<file path="src/rtl/apb_axi_bridge.sv">
// -----------------------------------------------------------------------------
// apb_axi_bridge
//
// APB4 completer that forwards each in-window APB transfer as one AXI4-Lite
// master transaction. Accesses outside [Base_Address, Base_Address+memory_size)
// complete locally with PSLVERR and produce no AXI traffic. Only one request is
// held at a time. All outputs are driven directly from flops.
//
// Ports:
//   m_axi_clk, m_axi_areset        single clock, synchronous active-high reset
//   s_apb_*                        APB4 completer interface
//                                  (psel/penable/pwrite/paddr/pwdata/pstrb/pprot in,
//                                   pready/prdata/pslverr out)
//   m_axi_aw*/w*/b*                AXI4-Lite write address, data and response
//   m_axi_ar*/r*                   AXI4-Lite read address and data
// -----------------------------------------------------------------------------
module apb_axi_bridge #(
  parameter logic [31:0] Base_Address = 32'h0000_0000,
  parameter int unsigned memory_size  = 1024
) (
  input  logic        m_axi_clk,
  input  logic        m_axi_areset,

  input  logic        s_apb_psel,
  input  logic        s_apb_penable,
  input  logic        s_apb_pwrite,
  input  logic [31:0] s_apb_paddr,
  input  logic [31:0] s_apb_pwdata,
  input  logic [3:0]  s_apb_pstrb,
  input  logic [2:0]  s_apb_pprot,
  output logic        s_apb_pready,
  output logic [31:0] s_apb_prdata,
  output logic        s_apb_pslverr,

  output logic [31:0] m_axi_awaddr,
  output logic [2:0]  m_axi_awprot,
  output logic        m_axi_awvalid,
  input  logic        m_axi_awready,

  output logic [31:0] m_axi_wdata,
  output logic [3:0]  m_axi_wstrb,
  output logic        m_axi_wvalid,
  input  logic        m_axi_wready,

  input  logic [1:0]  m_axi_bresp,
  input  logic        m_axi_bvalid,
  output logic        m_axi_bready,

  output logic [31:0] m_axi_araddr,
  output logic [2:0]  m_axi_arprot,
  output logic        m_axi_arvalid,
  input  logic        m_axi_arready,

  input  logic [31:0] m_axi_rdata,
  input  logic [1:0]  m_axi_rresp,
  input  logic        m_axi_rvalid,
  output logic        m_axi_rready
);

  typedef enum logic [2:0] {
    IDLE,
    WR_REQ,
    WR_RESP,
    RD_REQ,
    RD_RESP,
    DONE
  } state_t;

  state_t      state_q, state_d;

  logic [31:0] addr_q, addr_d;
  logic [2:0]  prot_q, prot_d;
  logic [31:0] wdata_q, wdata_d;
  logic [3:0]  wstrb_q, wstrb_d;
  logic        awvalid_q, awvalid_d;
  logic        wvalid_q, wvalid_d;
  logic        bready_q, bready_d;
  logic        arvalid_q, arvalid_d;
  logic        rready_q, rready_d;
  logic        pready_q, pready_d;
  logic [31:0] prdata_q, prdata_d;
  logic        pslverr_q, pslverr_d;

  logic        setup_phase;
  logic [31:0] addr_offset;
  logic        in_window;
  logic        aw_done;
  logic        w_done;
  logic        unused_resp_lsb;

  assign setup_phase = s_apb_psel && !s_apb_penable;

  // Offset form avoids overflow of Base_Address + memory_size near the top of
  // the address space.
  assign addr_offset = s_apb_paddr - Base_Address;
  assign in_window   = (s_apb_paddr >= Base_Address) && (addr_offset < memory_size);

  // A channel counts as finished if it already handshook in an earlier cycle
  // (valid already dropped) or is handshaking in this one.
  assign aw_done = !awvalid_q || m_axi_awready;
  assign w_done  = !wvalid_q  || m_axi_wready;

  // Only the upper response bit distinguishes error from success.
  assign unused_resp_lsb = m_axi_bresp[0] ^ m_axi_rresp[0];

  always_ff @(posedge m_axi_clk) begin
    if (m_axi_areset) begin
      state_q   <= IDLE;
      addr_q    <= '0;
      prot_q    <= '0;
      wdata_q   <= '0;
      wstrb_q   <= '0;
      awvalid_q <= 1'b0;
      wvalid_q  <= 1'b0;
      bready_q  <= 1'b0;
      arvalid_q <= 1'b0;
      rready_q  <= 1'b0;
      pready_q  <= 1'b0;
      prdata_q  <= '0;
      pslverr_q <= 1'b0;
    end else begin
      state_q   <= state_d;
      addr_q    <= addr_d;
      prot_q    <= prot_d;
      wdata_q   <= wdata_d;
      wstrb_q   <= wstrb_d;
      awvalid_q <= awvalid_d;
      wvalid_q  <= wvalid_d;
      bready_q  <= bready_d;
      arvalid_q <= arvalid_d;
      rready_q  <= rready_d;
      pready_q  <= pready_d;
      prdata_q  <= prdata_d;
      pslverr_q <= pslverr_d;
    end
  end

  // Next-state logic computes the value every output register must hold in
  // the following cycle, so the APB response is latched on entry to DONE.
  always_comb begin
    state_d   = state_q;
    addr_d    = addr_q;
    prot_d    = prot_q;
    wdata_d   = wdata_q;
    wstrb_d   = wstrb_q;
    awvalid_d = awvalid_q;
    wvalid_d  = wvalid_q;
    arvalid_d = arvalid_q;
    bready_d  = 1'b0;
    rready_d  = 1'b0;
    pready_d  = 1'b0;
    prdata_d  = '0;
    pslverr_d = 1'b0;

    unique case (state_q)
      IDLE: begin
        if (setup_phase) begin
          addr_d  = s_apb_paddr;
          prot_d  = s_apb_pprot;
          wdata_d = s_apb_pwdata;
          wstrb_d = s_apb_pstrb;
          if (!in_window) begin
            state_d   = DONE;
            pready_d  = 1'b1;
            pslverr_d = 1'b1;
          end else if (s_apb_pwrite) begin
            state_d   = WR_REQ;
            awvalid_d = 1'b1;
            wvalid_d  = 1'b1;
          end else begin
            state_d   = RD_REQ;
            arvalid_d = 1'b1;
          end
        end
      end

      WR_REQ: begin
        if (awvalid_q && m_axi_awready) awvalid_d = 1'b0;
        if (wvalid_q && m_axi_wready)   wvalid_d  = 1'b0;
        if (aw_done && w_done) begin
          state_d  = WR_RESP;
          bready_d = 1'b1;
        end
      end

      WR_RESP: begin
        bready_d = 1'b1;
        if (m_axi_bvalid) begin
          state_d   = DONE;
          bready_d  = 1'b0;
          pready_d  = 1'b1;
          pslverr_d = m_axi_bresp[1];
        end
      end

      RD_REQ: begin
        if (m_axi_arready) begin
          state_d   = RD_RESP;
          arvalid_d = 1'b0;
          rready_d  = 1'b1;
        end
      end

      RD_RESP: begin
        rready_d = 1'b1;
        if (m_axi_rvalid) begin
          state_d   = DONE;
          rready_d  = 1'b0;
          pready_d  = 1'b1;
          pslverr_d = m_axi_rresp[1];
          prdata_d  = m_axi_rresp[1] ? '0 : m_axi_rdata;
        end
      end

      DONE: begin
        state_d = IDLE;
      end

      default: begin
        state_d = IDLE;
      end
    endcase
  end

  assign s_apb_pready  = pready_q;
  assign s_apb_prdata  = prdata_q;
  assign s_apb_pslverr = pslverr_q;

  assign m_axi_awaddr  = addr_q;
  assign m_axi_awprot  = prot_q;
  assign m_axi_awvalid = awvalid_q;

  assign m_axi_wdata   = wdata_q;
  assign m_axi_wstrb   = wstrb_q;
  assign m_axi_wvalid  = wvalid_q;

  assign m_axi_bready  = bready_q;

  assign m_axi_araddr  = addr_q;
  assign m_axi_arprot  = prot_q;
  assign m_axi_arvalid = arvalid_q;

  assign m_axi_rready  = rready_q;

endmodule

</file>
<file path="config.mk">
export PLATFORM = sky130hd
export DESIGN_NAME = apb_axi_bridge
export DESIGN_NICKNAME = d
export VERILOG_FILES = /design/src/rtl/apb_axi_bridge.sv
export SDC_FILE = /design/constraint.sdc
export NUM_CORES = 1
export LEC_CHECK = 0
export BUFFER_PORTS_ARGS = -buffer_cell sky130_fd_sc_hd__buf_4
export CORE_MARGIN = 5
export CORE_UTILIZATION = 42
export DETAILED_ROUTE_END_ITERATION = 8
export PLACE_DENSITY = 0.79
export SETUP_SLACK_MARGIN = 0.5
export SLEW_MARGIN = 30
export SYNTH_ARGS = -nofsm -noshare
export SYNTH_HDL_FRONTEND = slang
export SYNTH_SLANG_ARGS = --single-unit
</file>
<file path="constraint.sdc">
create_clock -name m_axi_clk -period 2 [get_ports m_axi_clk]
set_input_delay 0.1 -clock m_axi_clk [delete_from_list [all_inputs] [get_ports m_axi_clk]]
set_output_delay 0.1 -clock m_axi_clk [all_outputs]
set_load 0.01 [all_outputs]
</file>
==> results list, run 1 <==
- TritonCTS built the clock tree.
- The critical path crosses 4 cells after its start point.
* Starting utilization of the core area: 0.431
- Max-slew violations: 0
- The analysis attributes to cell leakage a power of ~3.7 nW.
- For this run, the register share of the synthesized area comes to 0.536.
- The filler cells instantiated in the layout total roughly 520.
- Walking the worst path, the cells encountered are or4_4 -> buf_12 -> nand2_1 -> a21oi_1.
- Setup Skew: between 0.015 and 0.02 ns
* Global-route wire length before repair: about 26000 um
- Post-Synthesis Cell Area: ~4200 um2
* GRT Resource Usage Total: 0.279
- The floorplan has 36 rows.
- The worst hold path was traced through 6 stages.
- For this design, the sink count on the clock tree is between 100 and 150.
- Area taken by multi-input logic gates: approximately 1600 um2
* Post-route fraction of the period consumed by the critical path: 0.771
- For this run, design rule violations remaining after detail routing come to 0.
- Routability-driven placement finished with a final weighted congestion of about 0.8.
- Among cell families on the critical path, the largest total delay comes from simple AND/OR/NAND/NOR gates.
- Once layout is complete, the utilization of the core stands at 0.832.
- For the pin with the worst max-slew slack, the measured transition is about 0.7 ns.
* Growth of design area from synthesis to finish: 92.9%
- Count of synthesis-stage warnings from yosys: 0
* Highest-delay cell along the critical path: or4_4
- Pin count of the biggest net entering global routing: 64
- From bottom edge to top edge, the die measures 110 um.
* Layout cell share with drive strength beyond 1: 0.393
- Area of the die: 12100 um2
- Counting distinct cell types in the post-synthesis netlist gives 37.
- IR analysis of the VDD net gives a maximum drop of ~0.00067 V.
* Worst hold slack: 0.0947 ns
* Initial antenna violation count: 0
- Top Ports: around 260
- Once detailed placement completed, the half-perimeter wirelength came to around 9500 um.
- Relative slew slack: 0.535
* Tightest Hold Check Type: in2reg
- Total negative slack: 0 ns
- The run finished with clean final reports.
- Synth Instances: ~490
- The final layout contains about 960 nets.
- The clock tree synthesis step divided the H-tree into 4 levels.
- Input and output buffers added on the ports amount to roughly 260.
- Synthesis produced a netlist with a net count of 608.
- For this run, the detailed router's first-pass iteration total came to 5.
- Mean routed wirelength per cell: between 15 and 20 um
- Of all nets on the critical path, the largest fanout is 36.
- Setup repair after global routing could not meet its margin everywhere.
* Delay of the slowest cell on the worst path: 0.58 ns
- Setup violations remaining at the end of the flow were counted as 0.
- Clock period minus worst slack: 1.54 ns
- For the worst-skew pair, the clock arrives at the later sink with an insertion delay of roughly 0.52 ns.
- 0 antenna diodes ended up in the layout.
* Avg Synthesized Cell Area: approximately 8.6 um2
- Data on the critical path arrives at its endpoint at ~1.9 ns.
- The core region is 9770 um2.
* Max-capacitance violation count: 0
* Bufs on Longest Clock Path: 2
- Max Fclk: about 650 MHz
- Root buffer cell: clkbuf_8
- The detailed router finished its first iteration with 430 violations.
* Type of the setup path with the least slack: reg2reg
* Grt total ovfl: 0
* Cts bufs inserted: 17
- For the worst flop-to-flop path, the logic depth is 4.
* Power density relative to cell area: 1010 nW/um2
* Endpoints failing hold: 0
- The worst setup path is launched from a register.
- Endpoint kind of the worst setup timing path: register
- Combined flip-flop and latch cell area: about 2300 um2
* Via total after detailed routing: 4957
* Total length of routed wires: between 15000 and 20000 um
- Synthesized flop and latch total: 113
- After detailed routing, the number of vias per cell comes to ~5.
- The number of buffers and inverters on the critical path is 1.
* Number of global-route vias before repair: 5118
- Required time of the worst setup path: 2.36 ns
- Die width: 110 um
* Reg clk slew, reported paths: 0.06 ns
- ANT nets after route: 0
-- sequential cells by signal, indices dropped and copies added, names as in the netlist, 3 cells and up --
| signal | flops |
|---|---|
| s_apb_prdata | 32 |
| m_axi_wdata | 32 |
| m_axi_araddr | 32 |
| state_q | 3 |
| m_axi_arprot | 3 |
| m_axi_wstrb | 4 |
-- path summary, 6_finish.rpt --
kind | end | from | slack (ns)
worst max-delay path | m_axi_wdata[13] | state_q[0] | 0.46
worst min-delay path | m_axi_wvalid | s_apb_paddr[13] | 0.09
worst max register to register | m_axi_wdata[13] | state_q[0] | 0.46
worst min register to register | m_axi_wdata[3] | m_axi_wdata[3] | 0.46
-- final cells by class --
class	instances	area share
clock buffer	24	0.0603
clock inverter	8	0.0211
inverter	2	0.000923
multi-input combinational	309	0.192
sequential	113	0.279
tap	133	0.0205
timing repair buffer	397	0.426
-- timing repair --
action	4_1_cts	5_1_grt
gates resized for setup	10	16
endpoints found under the setup margin	110	111
hold buffers	111	0
pin swaps	1	4
hold endpoints to repair	111	0
gates cloned	1	5
buffers inserted	6	7
-- metrics by stage --
stage	power, mW	worst slack (ns)	instance area (um2)	instances
detailed placement	4.29	0.264	5980	824
CTS	7.96	0.500	7860	974
floorplan	3.61	0.471	4220	491
global placement	4.23	0.313	5980	824
finish	8.23	0.459	8130	986
global route	8.55	0.389	8130	986
-- Yosys cell counts (all sizes together) --
cell type | number | area (um2)
a21o | 1 | 7.51
dfxtp | 113 | 2260
inv | 2 | 7.51
or3 | 1 | 6.26
a211oi | 2 | 15.0
nor4 | 7 | 58.8
buf | 45 | 369
nand3 | 2 | 15.0
nand4 | 1 | 6.26
clkbuf | 22 | 85.1
or2 | 2 | 12.5
a21oi | 79 | 395
nor3b | 1 | 7.51
nor2b | 3 | 18.8
nand2 | 147 | 552
o22ai | 1 | 6.26
or2b | 1 | 7.51
a221oi | 2 | 17.5
nor2 | 7 | 26.3
o2bb2ai | 1 | 8.76
or4 | 2 | 15.0
nor3 | 3 | 20.0
or3b | 1 | 8.76
and2 | 32 | 200
nand3b | 2 | 15.0
a31oi | 3 | 18.8
o311ai | 1 | 8.76
nand2b | 5 | 31.3
a311oi | 1 | 8.76
o21ai | 1 | 5.00
-- tightest hold or removal path, stage by stage --
cell	delay, ns
buf_4	0.08
nor4_1	0.05
nand2_1	0.08
nor2_1	0.08
nand3_2	0.10
a221oi_2	0.05
-- layout by cell type, fill, tap and decap left out, types with 3 or more instances in the layout --
master	synthesis	final
nand2b_1	5	4
bufinv_16	0	5
buf_12	0	7
a21oi_1	79	79
dfxtp_1	113	111
nand2_1	147	147
buf_8	0	3
nor2_1	7	7
nor4_1	6	4
clkbuf_8	0	6
and2_1	32	31
a31oi_1	3	3
buf_4	35	269
dlygate4sd3_1	0	111
nor2b_1	3	3
clkbuf_16	0	20
-- where the power goes --
group / internal (mW) / switching, mW / total, mW
Combinational: 1.15 / 1.05 / 2.20
Clock: 2.32 / 1.04 / 3.36
Sequential: 2.50 / 0.178 / 2.67
Total: 5.96 / 2.27 / 8.23
-- per-layer routing --
| metal | wire (um) | up-vias | part of all wire | GRT usage |
|---|---|---|---|---|
| met3 | 1570 | 50 | 0.086 | 0.0996 |
| met5 | 0 | - | 0 | 0 |
| met1 | 6250 | 2348 | 0.34 | 0.272 |
| met4 | 550 | 0 | 0.030 | 0.115 |
| met2 | 9930 | 292 | 0.54 | 0.530 |
| li1 | - | 2267 | - | - |
-- cell families (layout without fill, tap and decap cells) --
family | after synthesis | after routing | synth area share
AND/OR/NAND/NOR | 217 | 217 | 0.237
buffers and inverters | 69 | 431 | 0.109
flip-flops | 113 | 113 | 0.536
AO/OA/AOI/OAI | 92 | 92 | 0.117
Power figures use the tool's default switching activity.
==> inputs of run 2 (changes only) <==
Clock period 2 ns to 1.6 ns, I/O delays scaled along.
==> run 2 against run 1 <==
  * The flow now finishes with violations (hold timing, setup timing)
  * Critical endpoint is now m_axi_araddr[6]
  * Critical path depth is 1 higher
  * Clock power is 2% lower
  * Cell count is 4.6% higher
  * Largest cell class unchanged
  * Non-clock buffer count is 47 higher
  * Maximum frequency is 11% lower
  * Setup slack worse by 0.60 ns
  * Worst hold slack worse by 0.21 ns
  * Register-to-register slack worse by 0.60 ns
  * Combinational power is 90% higher
  * Via count is 17% higher
  * Die area stayed put
  * Clock skew is 0.010 ns lower
==> results list, run 2 (synthesis gave the netlist of run 1 again) <==
- The endpoint identified for the worst register-to-register timing path is m_axi_araddr[6].
- Reported leakage power: 4.20 nW (+15%)
- The total global-route track usage was 0.311 (+0.0317).
* Path depth of the worst reg2reg path: 5 (+1)
* CP Launch Type: register
- Power density relative to cell area: 1160 nW/um2 (+15%)
- The worst hold path begins at m_axi_rvalid.
- In the layout the commonest cells are buf_4, dlygate4sd3_1, nand2_1.
- Root buffer cell: clkbuf_8
* CTS tree: built
- Via total after detailed routing: 5791 (+17%)
* Switching portion of total power: 0.332 (+0.0565)
- Growth of design area from synthesis to finish: 123%
* Area taken by multi-input logic gates: 2180 um2 (+39%)
- Worst Hold Path EP: state_q[2]
- DPL Wire Length: 9670 um (+1.6%)
* Highest ir drop seen on vdd: 0.000971 V (+45%)
* Combined flip-flop and latch cell area: 2370 um2 (+4.5%)
- The final cycle utilization of the critical path was 1.09 (+0.318).
- The run finished, with violations left.
- Most common cell after layout, fill and taps aside: buf_4
- The total CTS buffers is 17 (unchanged).
* Grt total ovfl: 0 (unchanged)
* Largest fanout of any net on the critical path: 7 (-81%)
* Number of global-route vias before repair: 5350 (+4.5%)
* Worst hold path depth: 3 (-3)
* Starting utilization of the core area: 0.431 (unchanged)
* Post-route design area: 9390 um2 (+15%)
- ANT nets after route: 0 (unchanged)
- The clock latency reported for the late side of the worst-skew pair was 0.53 ns (about the same).
- The internal power is 7.27 mW (+22%).
* Global-route wire length before repair: 28400 um (+11%)
- The number of antenna violations at the first check in global routing came to 0 (unchanged).
- Total length of routed wires: 26100 um (+42%)
* Violations in the final reports: hold timing, setup timing
- The final RePlAce weighted congestion is 0.811 (-0.26%).
* CTS H-tree lvls: 4 (unchanged)
- The number of standard-cell rows in the floorplan is 36 (unchanged).
- Tightest Hold Check Type: in2reg
- The worst register-to-register path begins at state_q[1].
* Mean routed wirelength per cell: 25.3 um (+36%)
* Layout cell share with drive strength beyond 1: 0.626 (+0.233)
* Fill cell instance count of the final layout: 210 (-60%)
* Vias per std cell: 5.62 (+12%)
- Required time of the worst setup path: 1.96 ns (-0.40 ns)
* Data arrival, critical path: 2.10 ns (+0.20 ns)
* Number of antenna cells inserted: 0 (unchanged)
* Number of detailed-route iterations in the first pass: 5 (unchanged)
- The worst-case headroom to the max-slew limit came to 0.515 (-0.0201).
- The hold buffer count at CTS is 108 (-2.7%).
- Clock period minus worst slack: 1.74 ns (+0.200 ns)
* Placed inst area: 6050 um2 (+1.1%)
- Net load switching power: 3.62 mW (+59%)
* Clock network fraction of total power: 0.302 (-0.106)
- The internal reg-to-reg setup slack is -0.14 ns (-0.60 ns).
- Count of port buffers added during placement: 259 (unchanged)
- Max-slew violations: 0 (unchanged)
- The combinational share of power was 0.384 (+0.117).
- The pin count of the biggest net entering global routing is 56 (-13%).
* Die width: 110 um (unchanged)
- Remaining routing DRC violations: 0 (unchanged)
* Reg clk slew, reported paths: 0.06 ns (about the same)
- Area of the die: 12100 um2 (unchanged)
* Portion of total power attributed to sequential cells: 0.315 (-0.010)
- STA classifies the critical path endpoint as a register.
- The achievable frequency is 574 MHz (-11%).
- The worst hold-check slack was -0.116 ns (-0.211 ns).
- Sinks on Clock Net: 113 (unchanged)
- The total setup violations reported at the end of the flow came to 14 (+14).
- Endpoints failing hold: 2 (+2)
* Setup repair after global routing missed its margin: true
- Die Span Y: 110 um (unchanged)
* Worst setup slack after layout: -0.141 ns (-0.600 ns)
* Max-capacitance violation count: 0 (unchanged)
- Setup Skew: 0.00826 ns (-0.0101 ns)
- Top Ports: 262 (unchanged)
* Pre-CTS setup slack: -0.113 ns (-0.377 ns)
- The violation count after the first detailed-routing iteration is 527 (+23%).
- Bufs on Longest Clock Path: 2 (unchanged)
* Nets: 1004 (+4.9%)
- The critical path is of the reg2reg type.
* Placeable core region: 9770 um2 (unchanged)
* Pin slew with the least headroom to its limit: 0.728 ns (+0.0301 ns)
## run 2: cell types whose count changed in the layout (fill, tap and decap cells not counted), sizes merged
cell	change
clkinv	+7
clkbuf	-2
buf	+50
dlygate4sd3	-3
bufinv	-5
inv	-1
clkinvlp	-1
## run 2: routing by layer
layer  vias to the layer above  global-route usage  share of wire
li1                       2374                   -              -
met1                      2714               0.333           0.33
met2                       520               0.558           0.50
met3                       183               0.109           0.10
met4                         0               0.122          0.077
met5                         -                   0              0
## run 2: power groups by stage
| stage | logic, mW | clock network [mW] | registers (mW) |
|---|---|---|---|
| floorplan | 1.11 | 0 | 3.44 |
| detailed placement | 2.08 | 0 | 3.34 |
| global placement | 2.04 | 0 | 3.31 |
| CTS | 3.23 | 3.18 | 3.33 |
| global route | 4.32 | 3.42 | 3.45 |
| finish | 4.18 | 3.28 | 3.43 |
## run 2: how the worst max path moves through the flow
stage / startpoint / to / slack, ns / cells past startpoint
detailed placement: s_apb_paddr[10] / state_q[2] / -0.11 / 7
global route: state_q[1] / m_axi_araddr[6] / -0.29 / 5
CTS: state_q[0] / state_q[1] / 0.05 / 6
floorplan: state_q[1] / m_axi_awvalid / 0.11 / 4
finish: state_q[1] / m_axi_araddr[6] / -0.14 / 5
global placement: s_apb_paddr[10] / state_q[2] / -0.09 / 7
## run 2: per-stage QoR
stage,power (mW),setup TNS [ns],utilization,instances
final,10.9,-0.447,0.961,1031
after global routing,11.2,-1.50,0.961,1031
after CTS,9.74,0,0.875,1000
after detailed placement,5.41,-0.127,0.619,834
after global placement,5.35,-0.0852,0.619,834
after floorplan,4.55,0,-,491
## run 2: what timing repair did
| item | in CTS | in global routing |
|---|---|---|
| cloned | 12 | 4 |
| setup endpoints to repair | 128 | 196 |
| gates resized for setup | 132 | 182 |
| hold endpoints to repair | 111 | 2 |
| pin swaps | 62 | 73 |
| setup buffers | 16 | 27 |
## run 2: critical path: stages, from the launching register on
cell       delay, ns
dfxtp_2         0.33
or4_4           0.63
buf_12          0.18
clkbuf_16       0.17
nand2_1         0.14
a21oi_1         0.12
## run 2: final cells by class
class | instances | area share
clock buffer | 22 | 0.0482
clock inverter | 8 | 0.00426
inverter | 2 | 0.000800
multi-input combinational | 309 | 0.232
sequential | 113 | 0.253
tap | 133 | 0.0177
timing repair buffer | 444 | 0.444
==> inputs of run 3 (changes only) <==
--- a/constraint.sdc
+++ b/constraint.sdc
@@ -3,2 +3,2 @@
 set_output_delay 0.08 -clock m_axi_clk [all_outputs]
-set_load 0.01 [all_outputs]
+set_load 0.005 [all_outputs]
==> run 3 against run 2 <==
  * The flow still finishes with violations (hold timing, setup timing)
  * Sequential share of layout area fell by 0.14 points
  * Clock-buffer cell count is 1 higher
  * Register-to-register slack got worse by 0.03 ns
  * Die area is the same
  * Non-clock buffer count down 8
  * Global-route usage shrank 2.5 points
  * Critical path depth grew 2
  * Routed wire length down 0.12%
  * Cell count is 0.78% lower
  * Worst hold slack gained 0.10 ns
  * Final area is 0.19% higher
  * Largest power group unchanged
==> results list, run 3 (synthesis gave the netlist of run 1 again) <==
* Outcome: finished, violations left
* Via total after detailed routing: 5868 (+1.3%)
- Critical Path Start: state_q[0]
- Required time of the worst setup path: 1.99 ns (+0.03 ns)
- Die width: 110 um (unchanged)
* Clock period minus worst slack: 1.78 ns (+0.0347 ns)
* Violations in the final reports: hold timing, setup timing
- Cts bufs inserted: 17 (unchanged)
* Total negative slack: -0.753 ns (-0.306 ns)
- The total placed instance area is 6050 um2 (unchanged).
- The antenna diode instance count is 0 (unchanged).
- Pin slew with the least headroom to its limit: 0.599 ns (-0.129 ns)
* CP Launch Type: register
- Global-route wire length before repair: 26100 um (-8.0%)
* Number of non-filler instances in the completed layout: 1023 (-0.78%)
- The starting density of the core is 0.431 (unchanged).
* Most common cell after layout, fill and taps aside: buf_4
* Violation count after the first detailed-route iteration: 562 (+6.6%)
- Number of global-route vias before repair: 5110 (-4.5%)
- The wire length per cell is 25.5 um (+0.67%).
- Highest ir drop seen on vdd: 0.000856 V (-12%)
- The clock sink count was 113 (unchanged).
- The placement-stage worst setup slack came to -0.0994 ns (+0.0135 ns).
- The share of the core filled with cells is 0.962 (+0.00179).
- The die span in y was 110 um (unchanged).
* Count of port buffers added during placement: 259 (unchanged)
* CTS tree: built
- Max Fclk: 563 MHz (-2.0%)
- The filler cell count in the final layout came to 194 (-7.6%).
- Tightest Hold Check Type: in2reg
- Post-CTS Hold Fix Bufs: 109 (+0.93%)
- The fraction of layout instances using a drive strength above 1 is 0.643 (+0.0169).
* Data arrival, critical path: 2.16 ns (+0.06 ns)
- Setup Skew: 0.00544 ns (-0.00282 ns)
- Type of the setup path with the least slack: reg2reg
- Top library cells by usage in the layout, fill and taps aside: buf_4, dlygate4sd3_1, nand2_1
* Relative slew slack: 0.601 (+0.0863)
* Root buffer cell: clkbuf_8
* Power Total: 10.8 mW (-0.72%)
- The number of routed nets with antenna violations is 0 (unchanged).
- Routability congestion estimate from global placement: 0.853 (+5.2%)
- Vias per std cell: 5.74 (+2.1%)
- In this run the critical register-to-register path is launched from state_q[0].
- CTS H-tree lvls: 4 (unchanged)
* Grt total ovfl: 0 (unchanged)
- The worst hold path begins at m_axi_areset.
- Later-pin clock latency in the skew report: 0.52 ns (about the same)
- The pin count of the biggest net entering global routing is 43 (-23%).
* Setup repair after global routing missed its margin: true
- The power per standard cell area came to 1150 nW/um2 (-0.90%).
- The clock-pin slew on the worst setup and hold paths is 0.06 ns (about the same).
- Top Ports: 262 (unchanged)
* Nets: 996 (-0.80%)
* Number of standard-cell rows in the floorplan: 36 (unchanged)
- Worst setup slack after layout: -0.176 ns (-0.0347 ns)
- The number of hold violations in the final report was 1 (-1).
- Reported leakage power: 4.27 nW (+1.7%)
- Number of endpoints failing setup at the final stage: 25 (+11)
* Worst hold slack: -0.0162 ns (+0.100 ns)
- The number of remaining DRC errors came to 0 (unchanged).
- Growth of design area from synthesis to finish: 123%
- The final cycle utilization of the critical path came to 1.11 (+0.0217).
* Area of the die: 12100 um2 (unchanged)
- The maximum fanout count along the critical path is 6 (-1).
* Post-route design area: 9410 um2 (+0.19%)
- The number of max-cap violations came to 0 (unchanged).
* Max-slew violations: 0 (unchanged)
- The number of antenna violations at the first check in global routing was 0 (unchanged).
* Bufs on Longest Clock Path: 2 (unchanged)
* Total length of routed wires: 26000 um (-0.12%)
- DPL Wire Length: 9670 um (about the same)
- The length of the first detailed-routing pass in iterations came to 6 (+1).
- STA classifies the critical path endpoint as a register.
- Placeable core region: 9770 um2 (unchanged)
- Placed insts: 834 (unchanged)
- GRT Resource Usage Total: 0.286 (-0.0249)
[run 3: cell types whose count changed in the layout (fill, tap and decap cells not counted), moves of 3 or more]
cell	before	now
buf_6	33	43
buf_16	12	9
and2_1	6	1
dfxtp_4	17	13
buf_4	276	257
nand2_4	44	49
nand2_2	17	31
nand2_1	86	67
and2_4	26	31
dfxtp_2	37	42
[run 3: critical path: stages, from the launching register on]
cell,delay [ns]
dfxtp_2,0.32
buf_6,0.13
nor4_4,0.33
buf_4,0.19
buf_6,0.12
buf_8,0.14
nand2_1,0.09
a21oi_1,0.31
[run 3: final timing paths]
path,cells after the start,slack [ns],end
setup / recovery,7,-0.18,m_axi_araddr[29]
hold / removal,3,-0.02,state_q[2]
setup reg to reg,7,-0.18,m_axi_araddr[29]
hold reg to reg,2,0.48,m_axi_wdata[27]
[run 3: cell type report]
type	instances	area, um2	area share
clock buffer	23	467	0.0496
clock inverter	7	60.1	0.00638
inverter	2	7.51	0.000798
multi-input combinational	309	2220	0.236
sequential	113	2360	0.251
tap	133	166	0.0177
timing repair buffer	436	4120	0.438
[run 3: layer usage]
| layer | share of wire | global-route usage |
|---|---|---|
| met3 | 0.10 | 0.109 |
| met1 | 0.32 | 0.292 |
| met2 | 0.49 | 0.521 |
| met4 | 0.081 | 0.117 |
| met5 | 0 | 0 |
[run 3: repair_timing]
item / 4_1_cts / 5_1_grt
cloned: 10 / 6
pin swaps: 8 / 114
resized for setup: 39 / 304
endpoints found under the hold margin: 111 / 1
setup endpoints to repair: 130 / 191
buffers inserted: 11 / 23
[run 3: power by group]
part / internal (mW) / total (mW) / switching [mW]
Combinational: 2.07 / 3.89 / 1.83
Sequential: 3.15 / 3.44 / 0.294
Clock: 2.15 / 3.48 / 1.33
Total: 7.36 / 10.8 / 3.45
